### src/rtl/pc_unit.sv
// Program-counter unit for the single-cycle MIPS datapath: sequential, branch, jump,
// jump-register, exception and ERET sources, with an optional one-slot branch delay.
//   state   | meaning
//   S_NORMAL | fetching normally; transfers are accepted
//   S_DELAY  | executing the delay slot; latched target loads on the next enabled edge
module pc_unit #(
    parameter int          WIDTH        = 32,
    parameter logic [31:0] RESET_VECTOR = 32'h0000_0000,
    parameter logic [31:0] EXC_VECTOR   = 32'h0000_0080,
    parameter int          DELAY_SLOT   = 0
) (
    input  logic             clk,
    input  logic             reset,
    input  logic             en,
    input  logic             zero,
    input  logic             branch,
    input  logic             branch_ne,
    input  logic             jump,
    input  logic             jump_reg,
    input  logic             exception,
    input  logic             eret,
    input  logic [WIDTH-1:0] imm,
    input  logic [25:0]      jtarget,
    input  logic [WIDTH-1:0] rs_value,
    output logic [WIDTH-1:0] pc,
    output logic [WIDTH-1:0] pc_plus4,
    output logic [WIDTH-1:0] link_addr,
    output logic [WIDTH-1:0] epc,
    output logic             in_delay_slot,
    output logic             misaligned
);

    typedef enum logic {S_NORMAL = 1'b0, S_DELAY = 1'b1} state_t;

    localparam logic [WIDTH-1:0] RST_PC = WIDTH'(RESET_VECTOR);
    localparam logic [WIDTH-1:0] EXC_PC = WIDTH'(EXC_VECTOR);

    state_t           state_q, state_d;
    logic [WIDTH-1:0] pc_q, pc_d;
    logic [WIDTH-1:0] epc_q, epc_d;
    logic [WIDTH-1:0] tgt_q, tgt_d;
    logic             misaligned_q, misaligned_d;

    logic [WIDTH-1:0] btarget, jtgt, redirect;
    logic             taken, jr_trap, in_dly;

    assign pc_plus4 = pc_q + WIDTH'(4);
    assign btarget  = pc_plus4 + (imm << 2);

    generate
        if (WIDTH > 28) begin : g_jtgt_hi
            assign jtgt = {pc_plus4[WIDTH-1:28], jtarget, 2'b00};
        end else begin : g_jtgt_lo
            assign jtgt = {jtarget, 2'b00};
        end
    endgenerate

    assign taken    = (branch & zero) | (branch_ne & ~zero);
    assign jr_trap  = jump_reg & (rs_value[1:0] != 2'b00);
    assign redirect = jump_reg ? rs_value : (jump ? jtgt : btarget);
    assign in_dly   = (DELAY_SLOT != 0) && (state_q == S_DELAY);

    always_comb begin
        pc_d         = pc_q;
        epc_d        = epc_q;
        tgt_d        = tgt_q;
        state_d      = state_q;
        misaligned_d = misaligned_q;
        if (en) begin
            misaligned_d = 1'b0;
            if (exception) begin
                // A trap in the slot must restart at the branch, one word back.
                pc_d    = EXC_PC;
                epc_d   = in_dly ? (pc_q - WIDTH'(4)) : pc_q;
                tgt_d   = '0;
                state_d = S_NORMAL;
            end else if (eret) begin
                pc_d    = epc_q;
                tgt_d   = '0;
                state_d = S_NORMAL;
            end else if (in_dly) begin
                pc_d    = tgt_q;
                tgt_d   = '0;
                state_d = S_NORMAL;
            end else if (jr_trap) begin
                pc_d         = EXC_PC;
                epc_d        = pc_q;
                misaligned_d = 1'b1;
            end else if (jump_reg || jump || taken) begin
                if (DELAY_SLOT != 0) begin
                    tgt_d   = redirect;
                    pc_d    = pc_plus4;
                    state_d = S_DELAY;
                end else begin
                    pc_d = redirect;
                end
            end else begin
                pc_d = pc_plus4;
            end
        end
    end

    always_ff @(posedge clk or negedge reset) begin
        if (!reset) begin
            pc_q         <= RST_PC;
            epc_q        <= '0;
            tgt_q        <= '0;
            state_q      <= S_NORMAL;
            misaligned_q <= 1'b0;
        end else begin
            pc_q         <= pc_d;
            epc_q        <= epc_d;
            tgt_q        <= tgt_d;
            state_q      <= state_d;
            misaligned_q <= misaligned_d;
        end
    end

    assign pc            = pc_q;
    assign epc           = epc_q;
    assign link_addr     = (DELAY_SLOT != 0) ? (pc_q + WIDTH'(8)) : pc_plus4;
    assign in_delay_slot = in_dly;
    assign misaligned    = misaligned_q;

endmodule

### config.mk
export PLATFORM = sky130hd
export DESIGN_NAME = pc_unit
export DESIGN_NICKNAME = d
export VERILOG_FILES = /design/src/rtl/pc_unit.sv
export SDC_FILE = /design/constraint.sdc
export NUM_CORES = 1
export LEC_CHECK = 0
export BUFFER_PORTS_ARGS = -buffer_cell sky130_fd_sc_hd__buf_2
export CAP_MARGIN = 20
export CELL_PAD_IN_SITES_DETAIL_PLACEMENT = 0
export CELL_PAD_IN_SITES_GLOBAL_PLACEMENT = 1
export CORE_AREA = 10 10 135 137
export CTS_BUF_LIST = sky130_fd_sc_hd__clkbuf_8
export DETAILED_ROUTE_END_ITERATION = 8
export DIE_AREA = 0 0 145 147
export PLACE_DENSITY = 0.95
export SLEW_MARGIN = 5
export SYNTH_ARGS = -nofsm -noshare
export SYNTH_HDL_FRONTEND = slang
export SYNTH_SLANG_ARGS = --single-unit
export TNS_END_PERCENT = 1
### constraint.sdc
create_clock -name clk -period 10.8 [get_ports clk]
set_input_delay 0.54 -clock clk [delete_from_list [all_inputs] [get_ports clk]]
set_output_delay 0.54 -clock clk [all_outputs]
set_load 0.02 [all_outputs]
**Word-level counts from Yosys, hierarchy flattened**

Cells that the tools add are included.

- Mux-type cells: 12
- Reductions and logical operators: 5
- $add $sub $neg: 2
- Eq/ne operators: 1
- Bitwise logic cells: 5

Operator list:

| operator | number |
|---|---|
| $mux W32 | 9 |
| $add A32 B3 Y32 const B | 1 |
| $add A32 B32 Y32 | 1 |
| $reduce_bool A2 Y1 | 2 |
| $and A1 B1 Y1 | 3 |
| $mux W1 | 3 |
| $reduce_and A3 Y1 | 1 |
| $logic_or A1 B1 Y1 | 2 |
| $ne A2 B2 Y1 const B | 1 |
| $not A1 Y1 | 1 |
| $or A1 B1 Y1 | 1 |

- Logic and storage cells: 28
- Bits of input ports: 100
- Output and inout port bits: 130
- Register bits: 65

**Depth between registers and ports, before layout**

Gate-level depths: netlist (run 1).

- Depth after elaboration: 8
- Gate-level depth with buffers: 17
- Depth with buffers taken out: 16

**Least setup slack after synthesis (run 1)**

No wires, ideal clock.

- Path type: flip-flop to flip-flop
- Start: reg pc_q[16], in the netlist pc[16]
- End: reg pc_q[31], in the netlist pc[31]
- Required time: 10.665 ns
- Path buffers: 2
- Setup slack: 6.748 ns
- Arrival: 3.917 ns
- Period minus slack after synthesis: 4.052 ns
- Library setup time: 0.135 ns
- Stages on the path, launching flop included: 17
- Cells stage by stage: dfrtp_1 -> buf_2 -> nand2_1 -> or4_4 -> nor2_1 -> nand3_1 -> xnor2_1 -> ha_1 -> clkbuf_1 -> a21o_1 -> a21o_1 -> a21o_1 -> a21o_1 -> a31oi_1 -> o21ai_0 -> o32ai_2 -> a21oi_1

- Longest elaborated chain between the ends: 8

RTL lines:

| element | RTL line | RTL |
|---|---|---|
| start, declared | 39 | `logic [WIDTH-1:0] pc_q, pc_d;` |
| start signal, assigned | 111 | `pc_q <= pc_d;` |
| $add A32 B3 Y32 | 47 | `assign pc_plus4 = pc_q + WIDTH'(4);` |
| via link_addr[24] | 27 | `output logic [WIDTH-1:0] link_addr,` |
| $add A32 B32 Y32 | 48 | `assign btarget = pc_plus4 + (imm << 2);` |
| $mux W32 (2 in series) | 60 | `assign redirect = jump_reg ? rs_value : (jump ? jtgt : btarget);` |
| $mux W32 | 89 | `end else if (jump_reg \|\| jump \|\| taken) begin` |
| $mux W32 | 85 | `end else if (jr_trap) begin` |
| $mux W32 | 77 | `end else if (eret) begin` |
| $mux W32 | 71 | `if (exception) begin` |

The timed path passes the listed nets, and every way through them passes these cells.
A chain may end at the register's enable or synchronous reset.

**Final worst setup path (run 1)**

- Start: reg pc_q[2], in the netlist pc[2]
- End: reg pc_q[31], in the netlist pc[31]

- Longest elaborated chain between the ends: 8

RTL lines:

| element | RTL line |
|---|---|
| $add A32 B3 Y32 * | 47 |
| $add A32 B32 Y32 | 48 |
| $mux W32 (2 in series) | 60 |
| $mux W32 * | 89 |
| $mux W32 * | 85 |
| $mux W32 * | 77 |
| $mux W32 * | 71 |

Every way passes the cells marked *; elsewhere a longest branch is shown, timed or not.

==> impl_metrics.json, run 1 <==
{
  "yosysTopAreaCellShare_pct": 27.4,
  "synth_seq_cells": 65,
  "status": "completed",
  "num_vias": 6431,
  "routed_wl_um": 24100,
  "fp.dieW_um": 145,
  "drtIter0Drc": 508,
  "synth_nets": 858,
  "viasPerCell": 5.74,
  "htree_levels": 3,
  "yosysTopAreaCell": "dfrtp_1",
  "grt_pass1_wl_um": 36700,
  "portBuffers": 226,
  "vdd_ir_drop_max_mv": 0.0654,
  "setup_tns_ns": 0,
  "synth_area_um2": 5940,
  "core_area_um2": 15600,
  "synth_cell_types": 73,
  "crit_required_ns": 11.01,
  "placementRows": 46,
  "endpoint_kind": "register",
  "dieArea_um2": 21300,
  "ys_async_sr_fraction_pct": 100,
  "yosysSeqAreaShare_pct": 27.4,
  "synthFlopType": "dfrtp_1",
  "drc": 0,
  "critPathKind": "register to register",
  "power_frac_seq_pct": 33.5,
  "postCtsHoldBufs": 0,
  "start_util_pct": 38.1,
  "cp-start-kind": "register",
  "grt_max_degree": 66,
  "leakage_uw": 0.00369,
  "power.total_uw": 909,
  "hpwl_um": 18900,
  "dieHeight_um": 147,
  "root_buffer": "clkbuf_8",
  "numCtsBuffers": 9,
  "synth_area_per_cell_um2": 8.24,
  "swShare_pct": 43.1,
  "syn-instance-count": 721,
  "layout_min_cycle_time_ns": 4.52,
  "pwr-share-comb_pct": 44.5,
  "gr-max-usage-layer": "met2",
  "finalSetupViolations": 0,
  "area_growth_pct": 21.3,
  "p_int_uw": 517,
  "place_congestion": 0.930,
  "max-cap-violations": 0,
  "clockBufferDepth": 2,
  "drive_above_1_share_pct": 31.5,
  "power.density_nw_per_um2": 126,
  "place_inst": 1103,
  "grt_use_met2_pct": 34.0,
  "drtAntennaViolNets": 0,
  "grt_pass1_vias": 6338,
  "crit_fanout": 6,
  "grt_usage_pct": 21.5,
  "finalNonFillerCells": 1120,
  "path_clk_slew_ns": 0.07,
  "hold_viol_final": 0,
  "synth_edf_count": 0,
  "post_cts_buffers": 0,
  "synth_commonest_cells": "79 x nand2_1, 65 x dfrtp_1, 50 x o21ai_0",
  "groute.layer.met3.usage_pct": 4.91,
  "worst_pin_slew_ns": 0.967,
  "fin_skew_ns": 0.0142,
  "firstDrtPassIters": 5,
  "fmaxAchievable_mhz": 221,
  "use_met1_pct": 28.3,
  "io_pins": 230,
  "hp-class": "input port to async pin",
  "post_drt_wl_per_cell_um": 21.6,
  "yosysWarnings": 0,
  "slew_headroom_pct": 35.5,
  "clkSinkCount": 65,
  "yosysMostFrequentCell": "nand2_1",
  "min_period_over_period_pct": 41.9,
  "fin_nets": 1035,
  "power_switching_uw": 392,
  "rsz0062_at_grt": "false",
  "cts_resized": 0,
  "grt-ovfl-total": 0,
  "critPathArrivalTime_ns": 4.73,
  "clock_latency_ns": 0.36,
  "synth_area_leaders": "dfrtp_1 27%, ha_1 7.6%, nand2_1 5.0%, buf_4 4.4%, o21ai_0 4.2%",
  "slew_violations": 0,
  "antenna_found_initial": 0,
  "clock_power_share_pct": 21.9,
  "cts_tree": "done"
}
-- worst max-delay path: stages (launching register included) --
cell and delay (ns):
dfrtp_1 0.42, ha_1 0.21, nand3_1 0.12, nor2_1 0.29, nand2_1 0.28, nor3_1 0.50
nand3_1 0.16, xnor2_1 0.48, ha_1 0.40, inv_1 0.10, o221a_2 0.21, o21ai_0 0.09
a21oi_1 0.38, o21ai_0 0.34, o32ai_2 0.31, a21oi_1 0.07
-- through the flow --
step | hold WS, ns | utilization [%] | setup WS, ns | area [um2]
global placement | 0.484 | 45.0 | 6.48 | 7020
floorplan | 0.244 | - | 6.75 | 5940
finish | 0.388 | 46.2 | 6.28 | 7210
global route | 0.445 | 46.2 | 5.89 | 7200
CTS | 0.408 | 46.2 | 6.39 | 7200
detailed placement | 0.492 | 45.0 | 6.44 | 7020
-- routing by layer --
layer / wire length (um) / share of wire, % / vias to the layer above
li1: - / - / 3014
met1: 10600 / 44 / 3061
met5: 0 / 0 / -
met4: 526 / 2.2 / 0
met2: 10900 / 45 / 320
met3: 2170 / 9.0 / 36
-- area by class of cell --
class / instances / area (um2)
Antenna cell: 2 / 5.00
Clock buffer: 9 / 124
Clock inverter: 6 / 53.8
Fill cell: 1607 / 8390
Inverter: 30 / 113
Multi-Input combinational cell: 558 / 3820
Sequential cell: 65 / 1630
Tap cell: 216 / 270
Timing Repair Buffer: 234 / 1190
-- cells by family (layout without fill, tap and decap cells) --
kind of cell	count (synthesis)	count (layout)	synth area share, %
other	1	3	0.0631
adders and majority gates	37	37	7.92
muxes	29	29	5.35
and+or+nand+nor	200	200	15.9
buffers and inverters	98	279	8.45
xor gates and xnor gates	43	43	6.47
DFF	65	65	27.4
AOI/OAI and AO/OA	248	248	28.5
-- path summary, 6_finish.rpt --
kind,start,endpoint,slack (ns),cells past startpoint
worst min-delay path,reset,pc[30],0.39,2
worst max register to register,pc[2],pc[31],6.28,15
min in group clk,rs_value[23],pc[23],0.45,3
worst min register to register,epc[31],epc[31],0.51,2
max in group asynchronous,reset,pc[0],9.83,2
worst max-delay path,pc[2],pc[31],6.28,15
-- power groups by stage --
| stage | sequential (uW) | clock, uW | combinational [uW] |
|---|---|---|---|
| 6_report | 305 | 199 | 405 |
| 3_5_place_dp | 308 | 0 | 402 |
| 3_3_place_gp | 307 | 0 | 401 |
| 4_1_cts | 303 | 204 | 403 |
| 5_1_grt | 309 | 212 | 439 |
| 2_1_floorplan | 331 | 0 | 245 |
-- flip-flops by register name, summed over array words and instances, names as in the netlist --
name        flops
epc            32
pc             32
misaligned      1
-- layout by cell type, fill, tap and decap left out, types with 8 or more instances in the layout --
cell type,Yosys,layout
o22ai_1,12,12
o221ai_1,8,8
buf_2,1,226
a22oi_1,11,11
nand4_1,10,10
inv_1,28,31
o211ai_1,14,14
a21oi_1,45,45
clkbuf_8,0,9
a21o_1,19,19
nor3_1,14,14
and3_1,8,8
a211oi_1,8,8
a31oi_1,15,15
nand3_1,13,13
ha_1,36,36
xor2_1,18,18
nand2_1,79,79
dfrtp_1,65,65
nor2_1,45,45
xnor2_1,24,24
buf_4,35,8
mux2_2,22,22
o21ai_0,50,50
(Power assumes the default switching activity.)
==> inputs of run 2 (changes only) <==
ABC_AREA = 1   (was not set)
CORE_AREA = 10 10 149 151   (was 10 10 135 137)
DIE_AREA = 0 0 159 161   (was 0 0 145 147)
PLACE_DENSITY = 0.92   (was 0.95)
clock period = 4.62 ns   (was 10.8 ns; I/O delays follow)
==> run 2 against run 1 <==
  * Die area up 20%
  * Sequential cell count is the same
  * Power up 140%
  * Sequential power grew 130%
  * Maximum frequency rose by 17%
  * Area after synthesis increased by 15%
  * Via count grew 20%
  * Global-route usage shrank 0.49 points
  * Cell count rose by 39%
  * Routed wire length grew 15%
  * Core utilization fell by 3.3 points
  * Largest power group unchanged
==> impl_metrics.json, run 2 <==
{
  "drc": 0,
  "synth_nets": 1244,
  "utilization_pct": 42.9,
  "synth_cell_types": 48,
  "hp-class": "input port to async pin",
  "place_congestion": 0.906,
  "nFillCells": 2167,
  "synth_area_leaders": "dfrtp_1 24%, nand2_1 22%, inv_1 7.5%, ha_1 6.6%, nor2_1 4.4%",
  "path_clk_slew_ns": 0.08,
  "multi_input_area_um2": 4290,
  "rsz0062_at_grt": "false",
  "synth_seq_cells": 65,
  "yosysMostFrequentCell": "nand2_1",
  "r2r-end": "pc[22]",
  "routed_wl_um": 27800,
  "drtAntennaViolNets": 0,
  "critPathArrivalTime_ns": 4.11,
  "layout_min_cycle_time_ns": 3.86,
  "finalNonFillerCells": 1562,
  "critPathMaxStageDelay_ns": 0.42,
  "clkSinkCount": 65,
  "firstDrtPassIters": 5,
  "synth_area_um2": 6850,
  "hpwl_um": 22600,
  "place_inst": 1545,
  "clock_latency_ns": 0.36,
  "setup_tns_ns": 0,
  "drive_above_1_share_pct": 22.9,
  "post_drt_wl_per_cell_um": 17.8,
  "yosysWarnings": 0,
  "num_vias": 7747,
  "cts_tree": "done",
  "critical_path.cell_chain": "ha_1 > nand2_2 > nor2_2 > nand3_2 > nor2_2 > nand2_2 > nor2_1 > xor2_1 > inv_1 > ha_1 > nand2_1 > nor2_1 > inv_1 > nor2_1 > nand4_1 > nand4_1 > nand3_1 > nand2_1 > nand2_1 > nand2_1 > nand2_1 > nand2_1 > nand2_1",
  "dpl_cell_area_um2": 8000,
  "viasPerCell": 4.96,
  "vdd_ir_drop_max_mv": 0.166,
  "swShare_pct": 41.6,
  "yosysTopAreaCellShare_pct": 23.7,
  "yosysSeqAreaShare_pct": 23.7,
  "postCtsHoldBufs": 0,
  "fp.dieW_um": 159,
  "fin_skew_ns": 0.0116,
  "power.density_nw_per_um2": 268,
  "worstReg2RegStart": "pc[3]",
  "gr-max-usage-layer": "met2",
  "io_pins": 230,
  "dieArea_um2": 25600,
  "numCtsBuffers": 9,
  "cp-start-kind": "register",
  "fin_nets": 1428,
  "use_met1_pct": 26.8,
  "grt_usage_pct": 21.0,
  "syn-instance-count": 1107,
  "synth_commonest_cells": "398 x nand2_1, 137 x inv_1, 81 x nor2_1",
  "antenna_found_initial": 1,
  "grt_pass1_vias": 7590,
  "pwr-share-comb_pct": 41.3,
  "cts_resized": 0,
  "p_int_uw": 1290,
  "final_common_cell": "nand2_1",
  "slew_headroom_pct": 42.4,
  "area_growth_pct": 20.4,
  "status": "completed",
  "hold_viol_final": 0,
  "grt-ovfl-total": 0,
  "ys_async_sr_fraction_pct": 100,
  "fin_area_um2": 8250,
  "start_util_pct": 35.7,
  "hold_ws_ns": 0.0596,
  "groute.layer.met3.usage_pct": 4.83,
  "mostFrequentLayoutCells": "398 x nand2_1, 226 x buf_2, 138 x inv_1",
  "grt_use_met2_pct": 34.6,
  "post_cts_buffers": 0,
  "grt_pass1_wl_um": 43000,
  "synth_edf_count": 0,
  "path_common_cell": "nand2_1",
  "leakage_uw": 0.00483,
  "endpoint_kind": "register",
  "worst_pin_slew_ns": 0.859,
  "max-cap-violations": 0,
  "power_switching_uw": 918,
  "fmaxAchievable_mhz": 259,
  "placementRows": 51,
  "seq_area_um2": 1630,
  "crit_required_ns": 4.87,
  "clock_power_share_pct": 27.5,
  "critPathKind": "register to register",
  "core_area_um2": 19200,
  "synth_area_per_cell_um2": 6.19,
  "finalSetupViolations": 0,
  "synthFlopType": "dfrtp_1",
  "dieHeight_um": 161,
  "min_period_over_period_pct": 83.5,
  "slowest_stage": "dfrtp_1",
  "portBuffers": 226,
  "drtIter0Drc": 512,
  "root_buffer": "clkbuf_8",
  "grt_max_degree": 66,
  "yosysTopAreaCell": "dfrtp_1",
  "clockBufferDepth": 2,
  "htree_levels": 3,
  "power_frac_seq_pct": 31.2,
  "ff2ff_setup_slack_ns": 0.76,
  "crit_fanout": 5,
  "r2r_cells": 23,
  "slew_violations": 0
}
-- run 2: metrics by stage --
step / power (uW) / worst slack (ns)
detailed placement: 1610 / 0.840
finish: 2210 / 0.763
global route: 2350 / 0.386
floorplan: 1300 / 1.35
CTS: 2210 / 0.812
global placement: 1600 / 0.884
-- run 2: kinds of logic (layout without fill, tap and decap cells) --
family	count (synthesis)	in the layout	synth area share [%]
buffers and inverters	208	397	13.7
AO/OA/AOI/OAI	159	159	13.0
XOR/XNOR	25	25	3.20
adder cells (fa/ha/maj)	37	37	6.87
AND/OR/NAND/NOR	605	605	38.3
multiplexers	7	7	1.15
flip-flops	65	65	23.7
other	1	2	0.0548
-- run 2: how the worst max path moves through the flow --
stage,from,end,slack [ns],cells after the start
floorplan,pc[3],pc[29],1.35,22
global placement,pc[3],pc[22],0.88,23
detailed placement,pc[3],pc[22],0.84,23
CTS,pc[3],pc[22],0.81,23
global route,pc[3],pc[22],0.39,23
finish,pc[3],pc[22],0.76,23
-- run 2: cell type report --
type	count	area share, %
inverter	143	6.51
clock inverter	6	1.29
timing repair buffer	238	14.8
multi-input combinational	834	52.0
sequential	65	19.7
clock buffer	10	1.67
antenna	1	0.0303
tap	265	4.02
-- run 2: worst max-delay path: cells and delay by family (launching register included) --
family                   cells  cell delay, ns
AND/OR/NAND/NOR             18            2.14
adder cells (fa/ha/maj)      2            0.66
flip-flops                   1            0.42
XOR/XNOR                     1            0.27
buffers and inverters        2            0.25
-- run 2: layer usage --
metal  vias up  share of wire (%)
met5         -                  0
met4         0                2.1
met3        35                7.4
met2       250                 47
met1      3581                 44
li1       3881                  -
-- run 2: power groups by stage --
| stage | combinational, uW | clock, uW | sequential (uW) |
|---|---|---|---|
| 2_1_floorplan | 545 | 0 | 752 |
| 3_3_place_gp | 904 | 0 | 696 |
| 3_5_place_dp | 908 | 0 | 699 |
| 4_1_cts | 912 | 613 | 689 |
| 5_1_grt | 1010 | 638 | 700 |
| 6_report | 912 | 606 | 690 |
==> inputs of run 3 (changes only) <==
clock period = 3.7 ns   (was 4.62 ns; I/O delays follow)
==> run 3 against run 2 <==
  * Maximum frequency up 11%
  * Die area unchanged
  * Clock power increased by 6.6%
  * First-iteration DRC count fell by 8.2%
  * Core utilization rose by 1.5 points
  * Cell count increased by 1.7%
  * Critical endpoint unchanged
  * Sequential share of layout area fell by 0.63 points
  * Worst setup slack lost 0.53 ns
  * Register-to-register slack worse by 0.53 ns
==> impl_metrics.json, run 3 (synthesized netlist as in run 2, its figures left out) <==
{
  "r2r-end": "pc[22]",
  "status": "completed",
  "grt_max_degree": 36,
  "grt_usage_pct": 20.7,
  "critPathKind": "register to register",
  "grt_pass1_vias": 7578,
  "power.density_nw_per_um2": 316,
  "power.total_uw": 2700,
  "drtAntennaViolNets": 0,
  "clkSinkCount": 65,
  "ff2ff_setup_slack_ns": 0.23,
  "grt-ovfl-total": 0,
  "viasPerCell": 4.96,
  "clock_latency_ns": 0.36,
  "path_clk_slew_ns": 0.08,
  "antenna_found_initial": 0,
  "endpoint_kind": "register",
  "utilization_pct": 44.5,
  "hold_viol_final": 0,
  "hpwl_um": 23300,
  "numCtsBuffers": 9,
  "dieHeight_um": 161,
  "io_pins": 230,
  "portBuffers": 226,
  "hold_start": "exception",
  "fin_area_um2": 8540,
  "hp-class": "input port to register",
  "place_congestion": 0.926,
  "insertedDiodeCount": 0,
  "mostFrequentLayoutCells": "397 x nand2_1, 226 x buf_2, 138 x inv_1",
  "drc": 0,
  "post_drt_wl_per_cell_um": 17.6,
  "p_int_uw": 1550,
  "drive_above_1_share_pct": 26.2,
  "hold_path_depth": 4,
  "grt_pass1_wl_um": 42300,
  "critPathArrivalTime_ns": 3.72,
  "routed_wl_um": 28000,
  "dieArea_um2": 25600,
  "r2r_cells": 21,
  "clock_power_share_pct": 23.9,
  "layout_min_cycle_time_ns": 3.47,
  "final_common_cell": "nand2_1",
  "hold_ws_ns": 0.170,
  "fin_nets": 1455,
  "max-cap-violations": 0,
  "finalSetupViolations": 0,
  "cts_tree": "done",
  "clockBufferDepth": 2,
  "worst_pin_slew_ns": 0.876,
  "dpl_cell_area_um2": 8200,
  "pwr-share-comb_pct": 44.7,
  "power_switching_uw": 1150,
  "crit_required_ns": 3.95,
  "drtIter0Drc": 470,
  "start_util_pct": 35.7,
  "cp-start-kind": "register",
  "slew_headroom_pct": 41.4,
  "slew_violations": 0,
  "crit_fanout": 6,
  "fin_skew_ns": 0.0112,
  "fmaxAchievable_mhz": 288,
  "firstDrtPassIters": 6,
  "setup_tns_ns": 0,
  "hold_end": "pc[6]",
  "num_vias": 7884,
  "min_period_over_period_pct": 93.7,
  "leakage_uw": 0.00495,
  "area_growth_pct": 24.7,
  "placementRows": 51,
  "vdd_ir_drop_max_mv": 0.189,
  "fp.dieW_um": 159,
  "post_cts_buffers": 0,
  "root_buffer": "clkbuf_8",
  "power_frac_seq_pct": 31.4,
  "swShare_pct": 42.7,
  "htree_levels": 3,
  "core_area_um2": 19200,
  "worstReg2RegStart": "pc[12]"
}
[run 3: cell types whose count changed in the layout (fill, tap and decap cells not counted), sizes merged]
| cell | previous run | this run |
|---|---|---|
| inv | 143 | 144 |
| buf | 238 | 264 |
| bufinv | 3 | 1 |
| clkinvlp | 1 | 0 |
| dlygate4sd3 | 0 | 1 |
| clkbuf | 10 | 12 |
| diode | 1 | 0 |
[run 3: worst max-delay path by stage]
stage / from / endpoint / slack [ns] / cells past startpoint
final: pc[12] / pc[22] / 0.23 / 21
after global routing: pc[12] / pc[22] / -0.01 / 22
after CTS: pc[3] / pc[22] / 0.09 / 23
after detailed placement: pc[3] / pc[22] / 0.11 / 23
after global placement: pc[3] / pc[22] / 0.09 / 23
after floorplan: pc[3] / pc[29] / 0.43 / 22
[run 3: worst max-delay path, stage by stage, from the launching register on]
cell and delay [ns]:
dfrtp_1 0.48, nand2_1 0.16, nor2_4 0.18, nand4_2 0.17, nor2_4 0.17, nand2_1 0.08, xor2_1 0.21, inv_1 0.19
ha_1 0.37, nand2_1 0.15, nor2_4 0.17, inv_1 0.08, nor2_2 0.15, nand4_1 0.18, nand4_1 0.14, nand3_1 0.10
nand2_1 0.08, nand2_1 0.05, nand2_1 0.11, nand2_1 0.06, nand2_1 0.05, nand2_1 0.05
[run 3: per-stage QoR]
stage	setup slack, ns	std cells
after CTS	0.0900	1588
final	0.231	1588
after global routing	-0.0138	1588
after global placement	0.0935	1571
after detailed placement	0.114	1571
after floorplan	0.429	1107
[run 3: per-layer routing]
metal | vias to the layer above | global-route usage [%] | share of wire, %
met2 | 274 | 34.7 | 48
met5 | - | 0 | 0
li1 | 3925 | - | -
met1 | 3646 | 26.3 | 43
met4 | 0 | 6.07 | 2.1
met3 | 39 | 4.32 | 7.0
[run 3: area by class of cell]
cell class | count | area [um2]
fillers | 2103 | 10700
clock inverters | 4 | 42.5
repair buffers | 265 | 1430
flip-flops and latches | 65 | 1630
well taps | 265 | 332
multi-input cells | 834 | 4410
inverters | 143 | 537
clock buffers | 12 | 165
[run 3: power by group through the flow]
stage	logic [uW]	registers [uW]	clock network [uW]
5_1_grt	1330	861	678
3_5_place_dp	1180	860	0
3_3_place_gp	1170	855	0
4_1_cts	1180	847	649
6_report	1210	849	646
2_1_floorplan	681	939	0
[run 3: what timing repair did]
item,in CTS,in global routing
gates resized for setup,0,29
endpoints found under the hold margin,34,0
setup endpoints to repair,0,18
hold buffers,1,0
